File: src/rtl/counter_uart_pkg.sv
// counter_uart_pkg
// Shared definitions for the counter UART reporter: FSM state encoding,
// ASCII constants, the default bit period and the report byte helpers.
// No ports.
package counter_uart_pkg;

   // 12 MHz system clock / 115200 baud.
   localparam int DEFAULT_CLKS_PER_BIT = 104;

   // Bytes per report frame: hex high, hex low, CR, LF.
   localparam int NUM_BYTES = 4;

   localparam logic [7:0] ASCII_CR      = 8'h0D;
   localparam logic [7:0] ASCII_LF      = 8'h0A;
   localparam logic [7:0] ASCII_ZERO    = 8'h30;
   localparam logic [7:0] ASCII_UPPER_A = 8'h41;

   // NEXT is a decision point at the end of a stop bit; it resolves in the
   // same cycle, so it never occupies a bit-time of its own.
   typedef enum logic [2:0] {
      IDLE  = 3'd0,
      START = 3'd1,
      DATA  = 3'd2,
      STOP  = 3'd3,
      NEXT  = 3'd4
   } state_t;

   // Nibble to uppercase hex ASCII.
   function automatic logic [7:0] hex_ascii(input logic [3:0] nibble);
      if (nibble < 4'd10) return ASCII_ZERO + {4'd0, nibble};
      else                return ASCII_UPPER_A + {4'd0, nibble} - 8'd10;
   endfunction

   // Byte number idx of the report frame for a given value.
   function automatic logic [7:0] report_byte(input logic [1:0] idx,
                                              input logic [7:0] value);
      case (idx)
         2'd0:    return hex_ascii(value[7:4]);
         2'd1:    return hex_ascii(value[3:0]);
         2'd2:    return ASCII_CR;
         default: return ASCII_LF;
      endcase
   endfunction

endpackage

File: src/rtl/counter_uart_reporter_tx.sv
// uart_tx_byte
// Serialises one byte as 8N1, LSB first, with a registered tx line.
// A start strobe is accepted while idle or in the last cycle of a stop bit,
// so back-to-back bytes leave no idle gap on the line.
// Ports:
//   CLK   - system clock
//   RST   - asynchronous active-high reset
//   start - load data and begin a byte (honoured when idle or on done)
//   data  - byte to send, sampled with start
//   tx    - UART line, idle high
//   done  - high during the last cycle of the stop bit
module uart_tx_byte
   import counter_uart_pkg::*;
#(
   parameter int CLKS_PER_BIT = DEFAULT_CLKS_PER_BIT
) (
   input  logic       CLK,
   input  logic       RST,
   input  logic       start,
   input  logic [7:0] data,
   output logic       tx,
   output logic       done
);

   localparam int CNT_W = (CLKS_PER_BIT > 1) ? $clog2(CLKS_PER_BIT) : 1;
   localparam logic [CNT_W-1:0] CNT_LAST = CNT_W'(CLKS_PER_BIT - 1);

   state_t           state;
   state_t           state_next;
   logic [CNT_W-1:0] bit_cnt;
   logic [2:0]       bit_idx;
   logic [7:0]       shreg;
   logic             tx_next;
   logic             bit_end;
   logic             load;

   assign bit_end = (bit_cnt == CNT_LAST);
   assign done    = (state == STOP) && bit_end;
   assign load    = start && ((state == IDLE) || done);

   always_comb begin
      // NOTE: every combinational output gets a default first so that no
      // path through the case leaves it unassigned and infers a latch.
      state_next = state;
      case (state)
         IDLE:    if (start) state_next = START;
         START:   if (bit_end) state_next = DATA;
         DATA:    if (bit_end && (bit_idx == 3'd7)) state_next = STOP;
         STOP:    if (bit_end) state_next = NEXT;
         default: state_next = IDLE;
      endcase
      // Resolve NEXT immediately: another byte goes straight to its start
      // bit, otherwise the line returns to idle.
      if (state_next == NEXT) state_next = start ? START : IDLE;
   end

   // tx is registered, so compute the level for the coming cycle. On the
   // last cycle of a data bit the shift register moves at the same edge,
   // hence the next bit is shreg[1].
   always_comb begin
      tx_next = 1'b1;
      case (state_next)
         START:   tx_next = 1'b0;
         DATA:    tx_next = ((state == DATA) && bit_end) ? shreg[1] : shreg[0];
         default: tx_next = 1'b1;
      endcase
   end

   // NOTE: sequential state uses non-blocking assignments so every register
   // samples pre-edge values regardless of statement order.
   always_ff @(posedge CLK or posedge RST) begin
      if (RST) begin
         state   <= IDLE;
         bit_cnt <= '0;
         bit_idx <= '0;
         shreg   <= '0;
         tx      <= 1'b1;
      end else begin
         state <= state_next;
         tx    <= tx_next;

         if ((state == IDLE) || bit_end) bit_cnt <= '0;
         else                            bit_cnt <= bit_cnt + CNT_W'(1);

         if (load)                             shreg <= data;
         else if ((state == DATA) && bit_end)  shreg <= {1'b0, shreg[7:1]};

         // Wraps 7 -> 0 at the end of the last data bit, ready for the next byte.
         if ((state == DATA) && bit_end) bit_idx <= bit_idx + 3'd1;
      end
   end

endmodule

File: src/rtl/counter_uart_reporter.sv
// counter_uart_reporter
// Reports an 8-bit counter value over UART as "HH\r\n" on every accepted
// tick. Ticks arriving while a report is in progress are counted in a
// saturating dropped counter and otherwise ignored.
// Ports:
//   CLK     - system clock, all state changes on its rising edge
//   RST     - asynchronous active-high reset
//   tick    - single-cycle report request
//   counter - value to report, snapshotted when tick is accepted
//   tx      - UART line, 8N1, LSB first, idle high
//   busy    - high while a report frame is in progress
//   dropped - number of ticks ignored while busy, saturating at 255
module counter_uart_reporter
   import counter_uart_pkg::*;
#(
   parameter int CLKS_PER_BIT = DEFAULT_CLKS_PER_BIT
) (
   input  logic       CLK,
   input  logic       RST,
   input  logic       tick,
   input  logic [7:0] counter,
   output logic       tx,
   output logic       busy,
   output logic [7:0] dropped
);

   logic [7:0] snapshot;
   logic [1:0] byte_idx;
   logic       accept;
   logic       last_byte;
   logic       byte_done;
   logic       byte_start;
   logic [7:0] byte_data;

   // busy is low exactly when the serialiser is idle, so it doubles as the
   // "FSM in IDLE" qualifier for accepting a tick.
   assign accept     = tick && !busy;
   assign last_byte  = (byte_idx == 2'(NUM_BYTES - 1));
   assign byte_start = accept || (byte_done && !last_byte);

   // The first byte comes straight from the input because the snapshot is
   // only written on the accepting edge; later bytes come from the snapshot.
   assign byte_data = accept ? hex_ascii(counter[7:4])
                             : report_byte(byte_idx + 2'd1, snapshot);

   always_ff @(posedge CLK or posedge RST) begin
      if (RST) begin
         snapshot <= '0;
         byte_idx <= '0;
         busy     <= 1'b0;
         dropped  <= '0;
      end else begin
         if (accept) begin
            snapshot <= counter;
            byte_idx <= '0;
            busy     <= 1'b1;
         end else if (byte_done) begin
            if (last_byte) begin
               busy     <= 1'b0;
               byte_idx <= '0;
            end else begin
               byte_idx <= byte_idx + 2'd1;
            end
         end

         if (tick && busy && (dropped != 8'hFF)) dropped <= dropped + 8'd1;
      end
   end

   uart_tx_byte #(
      .CLKS_PER_BIT(CLKS_PER_BIT)
   ) u_tx (
      .CLK  (CLK),
      .RST  (RST),
      .start(byte_start),
      .data (byte_data),
      .tx   (tx),
      .done (byte_done)
   );

endmodule

File: config.mk
export PLATFORM = sky130hd
export DESIGN_NAME = counter_uart_reporter
export DESIGN_NICKNAME = d
export VERILOG_FILES = /design/src/rtl/counter_uart_pkg.sv /design/src/rtl/counter_uart_reporter_tx.sv /design/src/rtl/counter_uart_reporter.sv
export SDC_FILE = /design/constraint.sdc
export NUM_CORES = 1
export LEC_CHECK = 0
export BUFFER_PORTS_ARGS = -buffer_cell sky130_fd_sc_hd__buf_2
export CORE_UTILIZATION = 50
export DETAILED_ROUTE_END_ITERATION = 10
export HOLD_SLACK_MARGIN = 0.1
export PLACE_DENSITY_LB_ADDON = 0.1
export SLEW_MARGIN = 20
export SYNTH_ARGS = -nofsm -noshare
export SYNTH_HDL_FRONTEND = slang
export SYNTH_SLANG_ARGS = --single-unit
File: constraint.sdc
create_clock -name CLK -period 6 [get_ports CLK]
set_clock_uncertainty 0.15 [all_clocks]
set_input_delay 0.6 -clock CLK [delete_from_list [all_inputs] [get_ports CLK]]
set_output_delay 0.6 -clock CLK [all_outputs]
set_load 0.02 [all_outputs]
==> flow_summary.json <==
{
  "status": "finished, final reports clean",
  "postCtsResizedCells": 0,
  "wl_mm": 4.168,
  "dieHeight_um": 68.85,
  "nets": 280,
  "clock-sinks": 40,
  "gp_congestion": 0.8509,
  "synth.distinct_cells": 44,
  "coreArea_mm2": 0.004144,
  "critPathRequiredTime_ns": 6.02,
  "fin_crit_ns": 2.329,
  "boundaryPins": 21,
  "place_inst": 301,
  "hold_viol": 0,
  "clockBufferDepth": 2,
  "htree_levels": 2,
  "grt_max_degree": 41,
  "antenna_cells": 0,
  "grt_overflow": 0,
  "via_count": 1704,
  "cts_buffers": 5,
  "ir_worst_vdd_v": 0.0001991,
  "cp-end-kind": "flip-flop",
  "yosysWarningCount": 0,
  "synthesis.nets": 259,
  "grt_pass1_vias": 1589,
  "post_cts_buffers": 0,
  "die_width_um": 68.85,
  "crit_arrival_ns": 2.35,
  "clk_latency_ns": 0.29,
  "path_max_fanout": 14,
  "synthTopCellsByArea": "dfrtp_1 (44%), ha_1 (6.2%), nand2_1 (5.7%)",
  "rows": 23,
  "rsz0062_at_grt": "no",
  "drt-wirelength-per-cell_um": 13.49,
  "fin_crit_sh": 0.3881,
  "drtIter0Drc": 56,
  "setup_viol": 0,
  "firstDrtPassIters": 4,
  "track_usage": 0.2018,
  "drv_cap": 0,
  "start_kind": "flip-flop",
  "cts.clk_slew.worst_paths_ns": 0.08,
  "stdcell_count": 309,
  "initial_utilization": 0.5393,
  "cts_hold_buf": 0,
  "clock_tree.root_cell": "clkbuf_8",
  "synth_cells": 237,
  "ant_nets": 0,
  "slew_headroom": 0.6267,
  "fmax_mhz": 429.4,
  "syn_area_mm2": 0.002235,
  "routed_via_density": 5.515,
  "synth_seq_cells": 40,
  "finalInstanceArea_mm2": 0.002499,
  "drive_gt1_frac": 0.1544,
  "ys.flop_type": "dfrtp_1",
  "slew_viol_final": 0,
  "synth.most_common_cell": "dfrtp_1",
  "p_per_area_mw_per_mm2": 279.6,
  "grt_pass1_wl_mm": 6.962,
  "hpwl_mm": 3.047,
  "dpl-instance-area_mm2": 0.002372,
  "async_flop_share": 1.000,
  "synth_commonest_cells": "dfrtp_1 (39), nand2_1 (34), nor2_1 (17)",
  "fin_setup_tns_ns": 0,
  "die_area_mm2": 0.004740,
  "worst_slew_pin_slew_ns": 0.5588,
  "yosys.area.top_type": "dfrtp_1",
  "r2r_slack_ns": 3.67,
  "p_leak_nw": 1.204,
  "synth_edf_count": 0,
  "drc_errors": 0,
  "fin_util": 0.6030,
  "path_class": "flip-flop to flip-flop",
  "synth_top_area_share": 0.4367,
  "hp-class": "primary input to asynchronous set/reset pin",
  "tritoncts": "built",
  "area_growth_pct": 11.81,
  "hold-worst-slack_ns": 0.2827,
  "avgSynthCellArea_um2": 9.429,
  "ys_seq_area_frac": 0.4485,
  "antenna_found_initial": 0,
  "port_buffers": 20
}
-- flip-flops by register name, summed over array words and instances, names as in the netlist, 2 cells and up --
name,cells
snapshot,8
byte_idx,2
u_tx.bit_idx,3
dropped,8
u_tx.state,3
u_tx.bit_cnt,7
u_tx.shreg,7
-- critical path: stages (launching register included) --
cell and delay [ns]:
dfrtp_1 0.37, ha_1 0.20, and3_1 0.31, and3_1 0.38, a32oi_4 0.25, and3_1 0.25
a311o_1 0.30
-- layout by cell type, fill, tap and decap left out, types with 2 or more instances in the layout --
master / instances
a21bo_2: 2
a21oi_1: 13
a221o_1: 2
a221oi_1: 2
a22oi_1: 2
a31oi_1: 2
and3_1: 5
buf_2: 20
buf_4: 2
clkbuf_8: 7
dfrtp_1: 39
ha_1: 11
inv_1: 16
mux2_2: 5
mux2i_1: 4
nand2_1: 34
nand3_1: 11
nand4_1: 3
nor2_1: 17
nor2b_1: 5
nor3_1: 4
o21ai_0: 16
xnor2_1: 10
xor2_1: 6
-- routing by layer --
layer	track usage	wire, um	share of wire
met1	0.2667	2063	0.49
met2	0.3155	1920	0.46
met3	0.05263	155	0.037
met4	0.07653	29	0.0070
met5	0	0	0
-- report_power, final --
group	internal [mW]	leakage (nW)	switching, mW	total (mW)
Sequential	0.298	0.497	0.0342	0.332
Combinational	0.0537	0.642	0.0766	0.130
Clock	0.147	0.0645	0.0898	0.237
-- logic make-up (layout without fill, tap and decap cells) --
logic type | Yosys count | count (layout) | share of synthesized area
compound gates | 49 | 49 | 0.1489
xor+xnor | 16 | 16 | 0.06271
fa+ha+maj | 11 | 11 | 0.06159
buf+inv | 24 | 46 | 0.04479
flops | 40 | 40 | 0.4485
mux | 9 | 9 | 0.04311
other cells | 1 | 1 | 0.001678
simple gates | 87 | 87 | 0.1887
-- path summary, 6_finish.rpt --
check / cells past startpoint / endpoint / startpoint
worst max-delay path: 6 / u_tx.shreg[1]$_DFFE_PP0P_ / u_tx.bit_cnt[0]$_DFF_PP0_
worst min-delay path: 3 / u_tx.bit_cnt[1]$_DFF_PP0_ / RST
worst max register to register: 6 / u_tx.shreg[1]$_DFFE_PP0P_ / u_tx.bit_cnt[0]$_DFF_PP0_
worst min register to register: 1 / u_tx.bit_cnt[0]$_DFF_PP0_ / u_tx.bit_cnt[0]$_DFF_PP0_
max in group asynchronous: 3 / u_tx.tx$_DFF_PP1_ / RST
min in group CLK: 1 / u_tx.bit_cnt[0]$_DFF_PP0_ / u_tx.bit_cnt[0]$_DFF_PP0_
-- stage by stage --
step	setup WS [ns]	power, mW
final	3.671	0.6986
after global routing	3.501	0.7394
after CTS	3.672	0.7086
after detailed placement	3.671	0.4684
after global placement	3.730	0.4656
after floorplan	3.909	0.4218
-- final cells by class --
cell class | instances | area [um^2]
Fill cell | 388 | 1645
Multi-Input combinational cell | 173 | 1132
Sequential cell | 40 | 1002
Timing Repair Buffer | 22 | 115.1
Clock buffer | 7 | 96.34
Tap cell | 50 | 62.56
Inverter | 16 | 60.06
Clock inverter | 1 | 30.03
No activity file was read; power rests on OpenSTA's default activity.
